==> src/rtl/rv32i_pkg.sv <==
// Shared RV32I architectural widths.
package rv32i_pkg;

    localparam int unsigned XLEN           = 32;
    localparam int unsigned REG_ADDR_WIDTH = 5;

endpackage : rv32i_pkg

==> src/rtl/rv32i_regfile.sv <==
// RV32I integer register file: two combinational read ports, one normal
// write port and a debug read/write port sharing a single address.
// x0 has no storage and always reads zero. A normal write takes priority
// over a debug write at the same edge. Reset is synchronous and clears x1..x31.
module rv32i_regfile #(
    parameter int unsigned XLEN           = rv32i_pkg::XLEN,
    parameter int unsigned REG_ADDR_WIDTH = rv32i_pkg::REG_ADDR_WIDTH
) (
    input  logic                      clk,
    input  logic                      rst,

    input  logic [REG_ADDR_WIDTH-1:0] rs1_addr,
    output logic [XLEN-1:0]           rs1_data,
    input  logic [REG_ADDR_WIDTH-1:0] rs2_addr,
    output logic [XLEN-1:0]           rs2_data,

    input  logic [REG_ADDR_WIDTH-1:0] rd_addr,
    input  logic [XLEN-1:0]           rd_data,
    input  logic                      rd_we,

    input  logic [REG_ADDR_WIDTH-1:0] dbg_addr,
    input  logic [XLEN-1:0]           dbg_wdata,
    input  logic                      dbg_we,
    output logic [XLEN-1:0]           dbg_rdata
);

    localparam int unsigned NUM_REGS = 2 ** REG_ADDR_WIDTH;

    // Architectural storage for x1..x(NUM_REGS-1); x0 is never stored.
    logic [XLEN-1:0]           regs [1:NUM_REGS-1];

    // Read view with x0 hard-wired to zero, indexed directly by address.
    logic [XLEN-1:0]           rf_view [NUM_REGS];

    // Arbitrated write request for this cycle.
    logic                      wr_en_c;
    logic [REG_ADDR_WIDTH-1:0] wr_addr_c;
    logic [XLEN-1:0]           wr_data_c;

    // One-hot write select per stored register.
    logic                      wr_sel_c [1:NUM_REGS-1];

    // Write arbitration: a normal write always wins, even to x0, which
    // means a concurrent debug write is dropped rather than deferred.
    always_comb begin
        wr_en_c   = 1'b0;
        wr_addr_c = '0;
        wr_data_c = '0;
        if (rd_we) begin
            wr_en_c   = (rd_addr != '0);
            wr_addr_c = rd_addr;
            wr_data_c = rd_data;
        end else if (dbg_we) begin
            wr_en_c   = (dbg_addr != '0);
            wr_addr_c = dbg_addr;
            wr_data_c = dbg_wdata;
        end
    end

    // Decode the arbitrated address into per-register write enables.
    always_comb begin
        for (int i = 1; i < NUM_REGS; i++) begin
            wr_sel_c[i] = wr_en_c && (wr_addr_c == REG_ADDR_WIDTH'(i));
        end
    end

    // Register storage: synchronous reset clears all entries and overrides writes.
    always_ff @(posedge clk) begin
        for (int i = 1; i < NUM_REGS; i++) begin
            if (rst) begin
                regs[i] <= '0;
            end else if (wr_sel_c[i]) begin
                regs[i] <= wr_data_c;
            end
        end
    end

    // Build the read view; no forwarding, so reads see committed contents only.
    always_comb begin
        rf_view[0] = '0;
        for (int i = 1; i < NUM_REGS; i++) begin
            rf_view[i] = regs[i];
        end
    end

    // Independent zero-latency read ports.
    always_comb begin
        rs1_data  = rf_view[rs1_addr];
        rs2_data  = rf_view[rs2_addr];
        dbg_rdata = rf_view[dbg_addr];
    end

endmodule : rv32i_regfile

==> config.mk <==
export PLATFORM = sky130hd
export DESIGN_NAME = rv32i_regfile
export DESIGN_NICKNAME = d
export VERILOG_FILES = /design/src/rtl/rv32i_pkg.sv /design/src/rtl/rv32i_regfile.sv
export SDC_FILE = /design/constraint.sdc
export NUM_CORES = 2
export LEC_CHECK = 0
export CAP_MARGIN = 20
export CORE_ASPECT_RATIO = 0.9
export CORE_MARGIN = 3
export CORE_UTILIZATION = 57
export DETAILED_ROUTE_END_ITERATION = 6
export HOLD_SLACK_MARGIN = 0.06
export PLACE_DENSITY_LB_ADDON = 0.25
export REMOVE_ABC_BUFFERS = 1
export SYNTH_ARGS = -nofsm -noshare
export SYNTH_HDL_FRONTEND = slang
export SYNTH_SLANG_ARGS = --single-unit
==> constraint.sdc <==
create_clock -name clk -period 11.8 [get_ports clk]
set_input_delay 1.77 -clock clk [delete_from_list [all_inputs] [get_ports clk]]
set_output_delay 1.77 -clock clk [all_outputs]
set_load 0.02 [all_outputs]
# ---- After elaboration in Yosys (flattened, before gate mapping)
# Memories as Yosys holds them, arrays and structs flattened.
# Index checks and enable logic that the tools add are counted.
dict set report word_totals {
  reg_bits 0
  input_bits 88
  mem_bits_rw 992
  n_memories 1
}
dict set report op_classes {
  n_mux 141
  n_eq_ne 31
  reduce_logical 33
  bitwise_logic 34
  order_cmp 3
}
# memory words word_bits rd rd_clocked_by_memory_dff write_ports line
set memory_table {}
lappend memory_table {regs 31 32 31 0 31 rv32i_regfile.sv:30} ;# logic [XLEN-1:0] regs [1:NUM_REGS-1];
# op n
set op_table {}
lappend op_table {{$mux W32} 39}
lappend op_table {{$bmux W32 S5} 3}
lappend op_table {{$mux W1} 97}
lappend op_table {{$eq A5 B5 Y1 const B} 16}
lappend op_table {{$eq A5 B4 Y1 const B} 8}
lappend op_table {{$logic_and A1 B1 Y1} 31}
lappend op_table {{$or A1 B1 Y1} 31}
lappend op_table {{$eq A5 B3 Y1 const B} 4}
lappend op_table {{$ge A6 B6 Y1 const B} 3}
lappend op_table {{$not A5 Y6} 3}
lappend op_table {{$eq A5 B2 Y1 const B} 2}
lappend op_table {{$mux W5} 2}
lappend op_table {{$reduce_bool A5 Y1} 2}
lappend op_table {{$eq A5 B1 Y1 const B} 1}

# ---- Depth between registers and ports, before layout
dict set report logic_depth {
  depth_word 8
  mapped_depth 9
  mapped_depth_nobuf 4
}

# ---- Worst setup path after synthesis
# No wires, ideal clock.
dict set report synth_timing {
  kind {input port to output port}
  start {in rs1_addr[0]}
  end {out rs1_data[10]}
  t_arrival_ps 3450
  slack_ps 6580
  n_path_buf 3
  t_required_ps 10030
  stages 7
  path_cell_list {buf_2 buf_4 buf_2 mux4_2 a22o_1 o21ai_0 o31ai_1}
}
dict set report synth_between {
  elab_chain_cells 4
}
# item line
set synth_rtl {}
lappend synth_rtl {{start: declaration} rv32i_regfile.sv:12} ;# input logic [REG_ADDR_WIDTH-1:0] rs1_addr,
lappend synth_rtl {{$not A5 Y6 (not written as such)} rv32i_regfile.sv:88} ;# rs1_data = rf_view[rs1_addr];
lappend synth_rtl {{$bmux W32 S5} rv32i_regfile.sv:88}
lappend synth_rtl {{$mux W32 (not written as such) (2 in a row)} rv32i_regfile.sv:88}
lappend synth_rtl {{end: declaration} rv32i_regfile.sv:13} ;# output logic [XLEN-1:0] rs1_data,
# Every way passes these cells. The select of a mux whose other input is x is not followed.

# ---- Final worst setup path
dict set report layout_timing {
  start {in rs1_addr[2]}
  end {out rs1_data[4]}
}
# The elaborated chain is that of the path after synthesis.

==> results.ini <==
[run_status]
status = finished, final reports clean

[final_layout]
final_common_cell = edfxtp_1
largest_register = regs
largestRegisters = regs (992)
design_area_sq_um = 66700
final_cell_mix = edfxtp_1 (992), mux4_2 (576), nor2_1 (514), nor3_1 (480)
area_growth_pct = 10.6
drive_gt1_frac = 0.248
instances_no_fill = 5767
largest_register_ffs = 992
finalNetCount = 4397

[setup_path]
critPathCaptureType = output port
critPathKind = in2out
path_delay_family = buffers and inverters
cp_num_buf_inv = 4
start_kind = input pin
cp_cell_sequence = buf_8 > buf_4 > buf_4 > mux4_2 > a22o_1 > o21ai_0 > o31ai_1 > clkdlybuf4s50_1
crit_slowest_cell = buf_4
cp.arrival_ps = 6400
crit_required_ps = 10030
worst-path-max-fanout = 64
critPathMostFrequentCell = buf_4
critPathMaxStageDelay_ps = 1020
critical_path.startpoint = rs1_addr[2]

[job]
cap_violations = 0

[timing]
setup_ws_ps = 3630
finalCritPeriodShare = 0.692
drv_slew = 0
setup_violations = 0
tightestPinTransition_ps = 1270
fin_tns_setup_ps = 0
fin_crit_ps = 8170
slew_headroom = 0.148
rsz0062_at_grt = no
max_freq_mhz = 122
final-hold-violation-count = 0

[cts]
clk_pin_slew_ps = 60
cts_resized = 0
cts_tree = done
cts.path.max_buffers = 3
hold_buffers = 0
cts_setup_buffers = 0
cts.sinks = 992
root_buffer = clkbuf_16
cts_max_level = 3
cts_made_buffers = 104

[min_path]
hold_start = dbg_wdata[20]
worstHoldPathType = in2reg
holdPathStages = 4
min_to = regs[0][564]

[pwr]
powerDensity_nw_per_um2 = 141
p_leak_nw = 21.8
ir_worst_vdd_uv = 137

[placed_design]
place_ws_ps = 3980
dpl_cell_area_sq_um = 63300
place.gp.congestion = 0.899
dp.cells = 5569
io_buffers = 183
dp_hpwl_microns = 128000

[drt]
drtPass1Iterations = 6
ant_nets = 0
wirelength_met1_microns = 72900
viasPerCell = 8.16
wl_per_cell_microns = 39.7
highest_layer = met5
totalWireLength_microns = 229000
drtIter0Drc = 8741
remaining_drc_errors = 0
met2_length_microns = 98200
wl_met3_microns = 41300
num_vias = 47100

[logic_synthesis]
syn_area_per_cell_sq_um = 13.6
yosys_most_used_dff = edfxtp_1
synth_edf_count = 992
synth-seq-area-share = 0.494
yosys_warnings = 0
synthArstFlopShare = 0
yosysUniqueCellTypes = 42
synth_area_sq_um = 60300
ys_ff_latch = 992
syn_inst = 4441

[global_routing]
antenna_found_initial = 5
grt_pass1_vias = 45700
grtUsageTotal = 0.413
grt_max_degree = 141
grt_overflow = 0
grt_pass1_wl_microns = 322000

[die]
fp.dieH_microns = 315
num_rows = 112
die_w_microns = 349
die_area_sq_um = 110000
core_sq_um = 104000
start_util = 0.579
io_pins = 184

worst max path at each step:
| stage | slack (ps) | to | cells past startpoint |
|---|---|---|---|
| floorplan | 640 | regs[0][192] | 3 |
| global route | 3740 | rs1_data[1] | 8 |
| global placement | 3970 | rs1_data[1] | 8 |
| CTS | 3980 | rs1_data[1] | 8 |
| detailed placement | 3980 | rs1_data[1] | 8 |
| finish | 3630 | rs1_data[4] | 8 |
stage by stage:
stage	hold WS (ps)	total power [mW]	utilization
6_report	2080	9.40	0.640
5_1_grt	2100	9.58	0.640
4_1_cts	2050	9.31	0.639
3_5_place_dp	2770	6.06	0.607
3_3_place_gp	2770	6.02	0.607
2_1_floorplan	2400	5.21	-
cell families (layout without fill, tap and decap cells):
kind of cell           after synthesis  after routing  synth area share
AOI/OAI and AO/OA                  753            753            0.0946
buffers and inverters              585            536            0.0433
DFF                                992            992             0.494
muxes                              960            960             0.281
other                                0              7                 0
and+or+nand+nor                   1151           1151            0.0875
area by class of cell:
| type | instances | area (sq um) |
|---|---|---|
| diodes | 7 | 17.5 |
| clock buffers | 129 | 2740 |
| clock inverters | 60 | 604 |
| fillers | 7585 | 37500 |
| well taps | 1368 | 1710 |
| inverters | 5 | 18.8 |
| repair buffers | 342 | 3170 |
| multi-input cells | 2864 | 28700 |
| flip-flops and latches | 992 | 29800 |
where the power goes:
group | switching (mW) | internal (mW) | total [mW]
clock | 1.43 | 1.90 | 3.33
combinational | 1.07 | 0.730 | 1.80
sequential | 0.162 | 4.11 | 4.27
Yosys cell counts, types with 5 or more instances:
| cell | number | area [sq um] |
|---|---|---|
| a211oi_1 | 96 | 721 |
| nand2_1 | 18 | 67.6 |
| buf_4 | 38 | 285 |
| nor2b_1 | 10 | 62.6 |
| o21ai_0 | 97 | 485 |
| buf_6 | 5 | 56.3 |
| a22oi_1 | 31 | 233 |
| o22ai_1 | 96 | 601 |
| buf_1 | 14 | 52.6 |
| buf_2 | 186 | 931 |
| clkbuf_1 | 336 | 1260 |
| nand3b_1 | 14 | 105 |
| mux2_2 | 96 | 1080 |
| o21bai_1 | 31 | 233 |
| a22o_1 | 288 | 2520 |
| mux2i_1 | 288 | 2880 |
| mux4_2 | 576 | 13000 |
| nor3_1 | 480 | 2400 |
| nor2_1 | 517 | 1940 |
| o31ai_1 | 96 | 721 |
| and2_1 | 100 | 626 |
| nand3_1 | 5 | 25.0 |
| edfxtp_1 | 992 | 29800 |
metal layers:
layer  vias up  track usage
met2      5086        0.595
met4         4        0.247
met1     23100        0.527
li1      17700            -
met3      1166        0.168
met5         -            0
tightest hold or removal path, cell delays in order:
cell             delay [ps]
clkdlybuf4s50_1         470
a22oi_2                  50
buf_4                   240
nor2_1                  130
(Power assumes the default switching activity.)
